### src/rtl/bomb_timer.sv
// Per-player bomb lifecycle: placement latch, fuse countdown, blast hold, placement cooldown.
// Optional chain detonation enabled by defining BOMB_CHAIN_DETONATE_EN.
module bomb_timer #(
  parameter int unsigned BLAST_FRAMES = 16
) (
  input  logic       Clk,
  input  logic       Reset,
  input  logic       frame_tick,
  input  logic       place_req,
  input  logic [3:0] char_tx,
  input  logic [3:0] char_ty,
  input  logic [1:0] size_cfg,
  input  logic [9:0] delay_cfg,
  input  logic [9:0] cool_cfg,
  input  logic       ext_detonate,
  output logic [9:0] delay,
  output logic [9:0] cooldown,
  output logic       bomb_active,
  output logic [3:0] bomb_tx,
  output logic [3:0] bomb_ty,
  output logic       blast_active,
  output logic [1:0] blast_size,
  output logic       exploded
);

  localparam int unsigned CW = 10;
  localparam int unsigned TW = 4;
  localparam int unsigned SW = 2;
  localparam logic [CW-1:0] BLAST_CNT_INIT = CW'(BLAST_FRAMES - 1);

  localparam logic [1:0] S_IDLE  = 2'd0;
  localparam logic [1:0] S_ARMED = 2'd1;
  localparam logic [1:0] S_BLAST = 2'd2;

  logic [1:0]    state_q, state_d;
  logic [CW-1:0] delay_q, delay_d;
  logic [CW-1:0] cooldown_q, cooldown_d;
  logic [CW-1:0] blast_cnt_q, blast_cnt_d;
  logic [TW-1:0] bomb_tx_q, bomb_tx_d;
  logic [TW-1:0] bomb_ty_q, bomb_ty_d;
  logic [SW-1:0] blast_size_q, blast_size_d;
  logic          exploded_q, exploded_d;
  logic          bomb_active_q, bomb_active_d;
  logic          blast_active_q, blast_active_d;
  logic          chain_c;

`ifdef BOMB_CHAIN_DETONATE_EN
  assign chain_c = ext_detonate;
`else
  logic unused_ext_detonate;
  assign unused_ext_detonate = ext_detonate;
  assign chain_c = 1'b0;
`endif

  // Next-state and counter update; placement loads override the same-cycle tick.
  always_comb begin
    state_d      = state_q;
    delay_d      = delay_q;
    blast_cnt_d  = blast_cnt_q;
    bomb_tx_d    = bomb_tx_q;
    bomb_ty_d    = bomb_ty_q;
    blast_size_d = blast_size_q;
    exploded_d   = 1'b0;
    cooldown_d   = (frame_tick && (cooldown_q != '0)) ? cooldown_q - CW'(1) : cooldown_q;

    case (state_q)
      S_IDLE: begin
        if (place_req && (cooldown_q == '0)) begin
          state_d      = S_ARMED;
          bomb_tx_d    = char_tx;
          bomb_ty_d    = char_ty;
          blast_size_d = size_cfg;
          delay_d      = (delay_cfg == '0) ? CW'(1) : delay_cfg;
          cooldown_d   = cool_cfg;
        end
      end
      S_ARMED: begin
        if (chain_c || (frame_tick && (delay_q <= CW'(1)))) begin
          state_d     = S_BLAST;
          delay_d     = '0;
          blast_cnt_d = BLAST_CNT_INIT;
          exploded_d  = 1'b1;
        end else if (frame_tick) begin
          delay_d = delay_q - CW'(1);
        end
      end
      S_BLAST: begin
        if (frame_tick) begin
          if (blast_cnt_q == '0) begin
            state_d = S_IDLE;
          end else begin
            blast_cnt_d = blast_cnt_q - CW'(1);
          end
        end
      end
      default: begin
        state_d = S_IDLE;
        delay_d = '0;
      end
    endcase

    bomb_active_d  = (state_d == S_ARMED);
    blast_active_d = (state_d == S_BLAST);
  end

  always_ff @(posedge Clk) begin
    if (Reset) begin
      state_q        <= S_IDLE;
      delay_q        <= '0;
      cooldown_q     <= '0;
      blast_cnt_q    <= '0;
      bomb_tx_q      <= '0;
      bomb_ty_q      <= '0;
      blast_size_q   <= '0;
      exploded_q     <= 1'b0;
      bomb_active_q  <= 1'b0;
      blast_active_q <= 1'b0;
    end else begin
      state_q        <= state_d;
      delay_q        <= delay_d;
      cooldown_q     <= cooldown_d;
      blast_cnt_q    <= blast_cnt_d;
      bomb_tx_q      <= bomb_tx_d;
      bomb_ty_q      <= bomb_ty_d;
      blast_size_q   <= blast_size_d;
      exploded_q     <= exploded_d;
      bomb_active_q  <= bomb_active_d;
      blast_active_q <= blast_active_d;
    end
  end

  assign delay        = delay_q;
  assign cooldown     = cooldown_q;
  assign bomb_active  = bomb_active_q;
  assign bomb_tx      = bomb_tx_q;
  assign bomb_ty      = bomb_ty_q;
  assign blast_active = blast_active_q;
  assign blast_size   = blast_size_q;
  assign exploded     = exploded_q;

endmodule
### config.mk
export PLATFORM = sky130hd
export DESIGN_NAME = bomb_timer
export DESIGN_NICKNAME = d
export VERILOG_FILES = /design/src/rtl/bomb_timer.sv
export SDC_FILE = /design/constraint.sdc
export NUM_CORES = 1
export LEC_CHECK = 0
export ABC_AREA = 1
export CAP_MARGIN = 20
export CORE_ASPECT_RATIO = 0.9
export CORE_MARGIN = 10
export CORE_UTILIZATION = 40
export CTS_CLUSTER_DIAMETER = 120
export DETAILED_ROUTE_END_ITERATION = 6
export PLACE_DENSITY = 0.75
export SYNTH_ARGS = -nofsm -noshare
export SYNTH_HDL_FRONTEND = slang
export SYNTH_SLANG_ARGS = --single-unit
### constraint.sdc
create_clock -name Clk -period 2.7 [get_ports Clk]
set_clock_uncertainty 0.2 [all_clocks]
set_input_delay 0.405 -clock Clk [delete_from_list [all_inputs] [get_ports Clk]]
set_output_delay 0.405 -clock Clk [all_outputs]
set_load 0.1 [all_outputs]
**Yosys cells after proc, flatten, opt, wreduce, memory -nomap -nowiden**

Index checks and enable logic that the tools add are counted.

- Flip-flop bits (word level): 45

- Add/sub/neg operators: 3
- $lt $le $gt $ge: 1
- Eq/ne operators: 9
- Mux-type cells: 18
- Bitwise gates (word level): 2
- Reduce and logical (&&, ||, !) cells: 13

Operators with widths:

| kind | number |
|---|---|
| $mux W10 | 10 |
| $logic_not A10 Y1 | 3 |
| $pmux W10 S3 | 1 |
| $sub A10 B1 Y10 const B | 3 |
| $pmux W10 S2 | 1 |
| $le A10 B1 Y1 const B | 1 |
| $reduce_bool A10 Y1 | 1 |
| $mux W2 | 4 |
| $ne A2 B2 Y1 const B | 4 |
| $pmux W2 S3 | 1 |
| $eq A2 B1 Y1 const B | 2 |
| $eq A2 B2 Y1 const B | 2 |
| $reduce_and A4 Y1 | 1 |
| $logic_and A1 B1 Y1 | 3 |
| $ne A3 B3 Y1 const B | 1 |
| $reduce_and A3 Y1 | 1 |
| $logic_not A2 Y1 | 1 |
| $not A1 Y1 | 2 |
| $reduce_and A2 Y1 | 1 |
| $reduce_bool A2 Y1 | 1 |
| $reduce_or A2 Y1 | 1 |
| $mux W1 | 1 |

**Longest topological paths before layout**

- Word-level depth: 5
- Gate-level depth with buffers: 12

**Least setup slack after synthesis**

No wires, ideal clock.

- Path kind: register to register
- Start point: reg delay_q[0] (netlist: delay[0])
- End point: reg blast_cnt_q[0]
- Data arrival time: 2,243 ps
- Required time: 2,382 ps
- Slack: 139 ps
- Cell stages (with the launch flop): 13
- Buffers on the path: 0
- Period minus slack after synthesis: 2,561 ps
- Cell sequence: dfxtp_1 > inv_1 > ha_1 > inv_1 > nand2_1 > nand2_1 > nor2_2 > nand3_1 > nand2_1 > nand2_1 > clkinv_2 > o21ai_0 > nor2_1

- Cells in the longest elaborated chain, start to end: 4

Ends and longest elaborated chain:

| element | RTL line | source |
|---|---|---|
| start, declared | 36 | `logic [CW-1:0] delay_q, delay_d;` |
| start signal, assigned | 120 | `delay_q <= delay_d;` |
| $le A10 B1 Y1 | 78 | `if (chain_c \|\| (frame_tick && (delay_q <= CW'(1)))) begin` |
| $logic_and A1 B1 Y1 | 78 |  |
| $ne A2 B2 Y1 (no line) | n/a |  |
| $reduce_and A4 Y1 (no line) | n/a |  |
| end signal, assigned | 122 | `blast_cnt_q <= blast_cnt_d;` |
| end, declared | 38 | `logic [CW-1:0] blast_cnt_q, blast_cnt_d;` |

Every way passes these cells.
A chain may end at the register's enable or synchronous reset.

**Worst setup path in the final report**

Ends and elaborated chain as after synthesis.

==> reports/summary.txt <==
Crit Path Category = flop to flop
cell depth of the worst hold path = 2
Crit-path slowest cell = dfxtp_1
final net count = 510
Mapped Cells = 405
R2R Path Start = delay[0]
postcts setup bufs = 0
f_max = 463 MHz
CTS sink cnt = 45
I/O pin count = 68
R2R depth = 12
Setup TNS = 0 ns
hold-fix buffers at CTS = 0
largest net degree at the start of global routing = 37
Routed WL = 7110 microns
status = finished clean
Syn. warnings = 0
max-cap viol count = 0
critical path peak fanout = 10
Die Y = 96.8 microns
Core ar. = 0.00625 sq mm
number of vias per cell = 4.82
Final Critical Period = 2.16 ns
CP cell instances = inv_1 > ha_1 > inv_1 > nand2_1 > nand2_1 > nor2_2 > nand3_1 > nand2_1 > nand2_1 > clkinv_2 > o21ai_0 > nor2_1
initial drt markers = 203
WP data required = 2.69 ns
R2R Path End = blast_cnt_q[0]
Yosys reg bits = 45
antenna-violating nets left = 0
CP max stage delay = 0.38 ns
Clock Path Buffers = 2
Tot GR Track Use = 13.8%
Seq/Total Area, Yosys = 34.4%
die area = 0.0102 sq mm
Hold Path Class = flop to flop
worst hold path endpoint = blast_cnt_q[9]
area grow syn2layout = 29.1%
syn_nets = 445
Worst Path Buf+Inv = 3
drt drc = 0
Final Hold Vio Count = 0
Yosys cell types = 33
Root Buffer Master = clkbuf_8
Worst setup EP type = flop
relative slew slack = 63.6%
Setup crit start kind = flop
synthesized area per cell = 6.47 sq um
Slew Viols, Final = 0
Sequential Area = 901 sq um
routability cong. = 0.872
n_diodes = 0
DP HPWL = 5300 microns
initial antenna violation count = 0
endpoints failing setup = 0
Die W = 105 microns
multi-input logic area = 0.00146 sq mm
Final Cycle Share = 79.9%
fillers = 622
total CTS buffers = 5
RSZ-0062 raised after global routing = false
H-Tree Depth = 2
delay-heaviest family, CP = simple AND/OR/NAND/NOR gates
vias = 2,690
CP most frequent cell = nand2_1
final hold slack = 0.286 ns
effective utilization at floorplan = 41.9%
vias in the first global route = 2,617
FF-to-FF setup slack = 0.54 ns
Rows = 27
drt pass-1 iters = 5
DR WL/cell = 12.7 microns
Clock Pin Slew Worst Setup and Hold Paths = 0.09 ns
Port Buffers = 66
worst path arrival time = 2.15 ns
CTS tree = built
post-CTS sizing = 0
worst hold start = blast_cnt_q[9]
Clock Latency Late Sink = 0.30 ns
first-pass GRT wire length = 12,100 microns
Worst-Margin Slew = 0.546 ns
Synth Cell Area = 0.00262 sq mm
layout cell share with drive strength beyond 1 = 12.7%
grt ovf = 0
-- per-stage QoR --
stage          cells  util [%]  setup WS [ns]  instance area, sq um
3_3_place_gp     550      52.2          0.456                  3260
3_5_place_dp     550      52.2          0.407                  3260
4_1_cts          558      54.2          0.536                  3380
6_report         558      54.2          0.542                  3380
2_1_floorplan    405         -          0.139                  2620
5_1_grt          558      54.2          0.348                  3380
-- worst min-delay path: cells and delay by family, from the launching register on --
kind / cells / cell delay, ns
DFF: 1 / 0.33
and+or+nand+nor: 1 / 0.06
AOI/OAI and AO/OA: 1 / 0.05
-- cell families after synthesis --
family | count (synthesis) | share of synthesized area [%]
simple gates | 218 | 36.2
compound gates | 61 | 12.2
buf+inv | 61 | 9.88
flops | 45 | 34.4
xor+xnor | 15 | 5.01
fa+ha+maj | 5 | 2.39
-- cell usage after synthesis (all sizes together) --
| cell | number | share of area (%) |
|---|---|---|
| o21bai | 2 | 0.57 |
| xor2 | 12 | 4.0 |
| a21oi | 25 | 4.8 |
| nand3b | 2 | 0.57 |
| o22ai | 2 | 0.48 |
| nor3 | 4 | 0.76 |
| nand2 | 95 | 14 |
| o21ai | 29 | 5.5 |
| nor3b | 1 | 0.29 |
| clkbuf | 5 | 0.72 |
| xnor2 | 3 | 1.0 |
| a31oi | 1 | 0.24 |
| or2 | 5 | 1.2 |
| inv | 48 | 6.9 |
| nor2 | 69 | 11 |
| ha | 5 | 2.4 |
| buf | 7 | 2.1 |
| nand4 | 5 | 1.2 |
| dfxtp | 45 | 34 |
| clkinv | 1 | 0.19 |
| o211ai | 2 | 0.57 |
| nand3 | 37 | 7.4 |
-- layer usage --
metal	global-route usage, %	vias up	wire (microns)
li1	-	1417	-
met1	16.9	1195	3240
met2	22.0	72	3240
met3	4.83	6	564
met4	4.09	0	67
met5	0	-	0
-- cell type report --
class                   count  area share [%]
multi-input cells         299            43.2
repair buffers             70            18.0
well taps                  87            3.22
flip-flops and latches     45            26.6
inverters                  49            5.47
clock buffers               6            2.44
clock inverters             2            1.11
-- how the worst max path moves through the flow --
stage                           from              to  slack (ns)  depth (start not counted)
after floorplan             delay[0]  blast_cnt_q[0]        0.14                         12
after global placement    frame_tick  blast_cnt_q[7]        0.46                          9
after detailed placement  frame_tick  blast_cnt_q[8]        0.41                          9
after CTS                   delay[0]  blast_cnt_q[0]        0.54                         12
after global routing        delay[0]  blast_cnt_q[0]        0.35                         12
final                       delay[0]  blast_cnt_q[0]        0.54                         12
-- flip-flops by register name, indices dropped and copies added, names as in the netlist --
register      count
blast_active      1
blast_cnt_q      10
blast_size        2
bomb_active       1
bomb_tx           4
bomb_ty           4
cooldown         10
delay            10
exploded          1
state_q           2
-- cells in the final DEF (no fill, tap or decap), drive strengths merged, types with 2 or more instances in the layout --
master and instances:
dfxtp 45, clkdlybuf4s50 33, buf 37, nor2 69
or2 5, o22ai 2, nand3 37, xor2 12
o211ai 2, o21ai 29, xnor2 3, inv 48
nand3b 2, a21oi 25, ha 5, nand2 95
o21bai 2, clkbuf 6, nand4 5, nor3 4
Power is left out: the tool's default activity adds up to more than one toggle a clock period on the data nets, which glitch-free logic cannot reach.
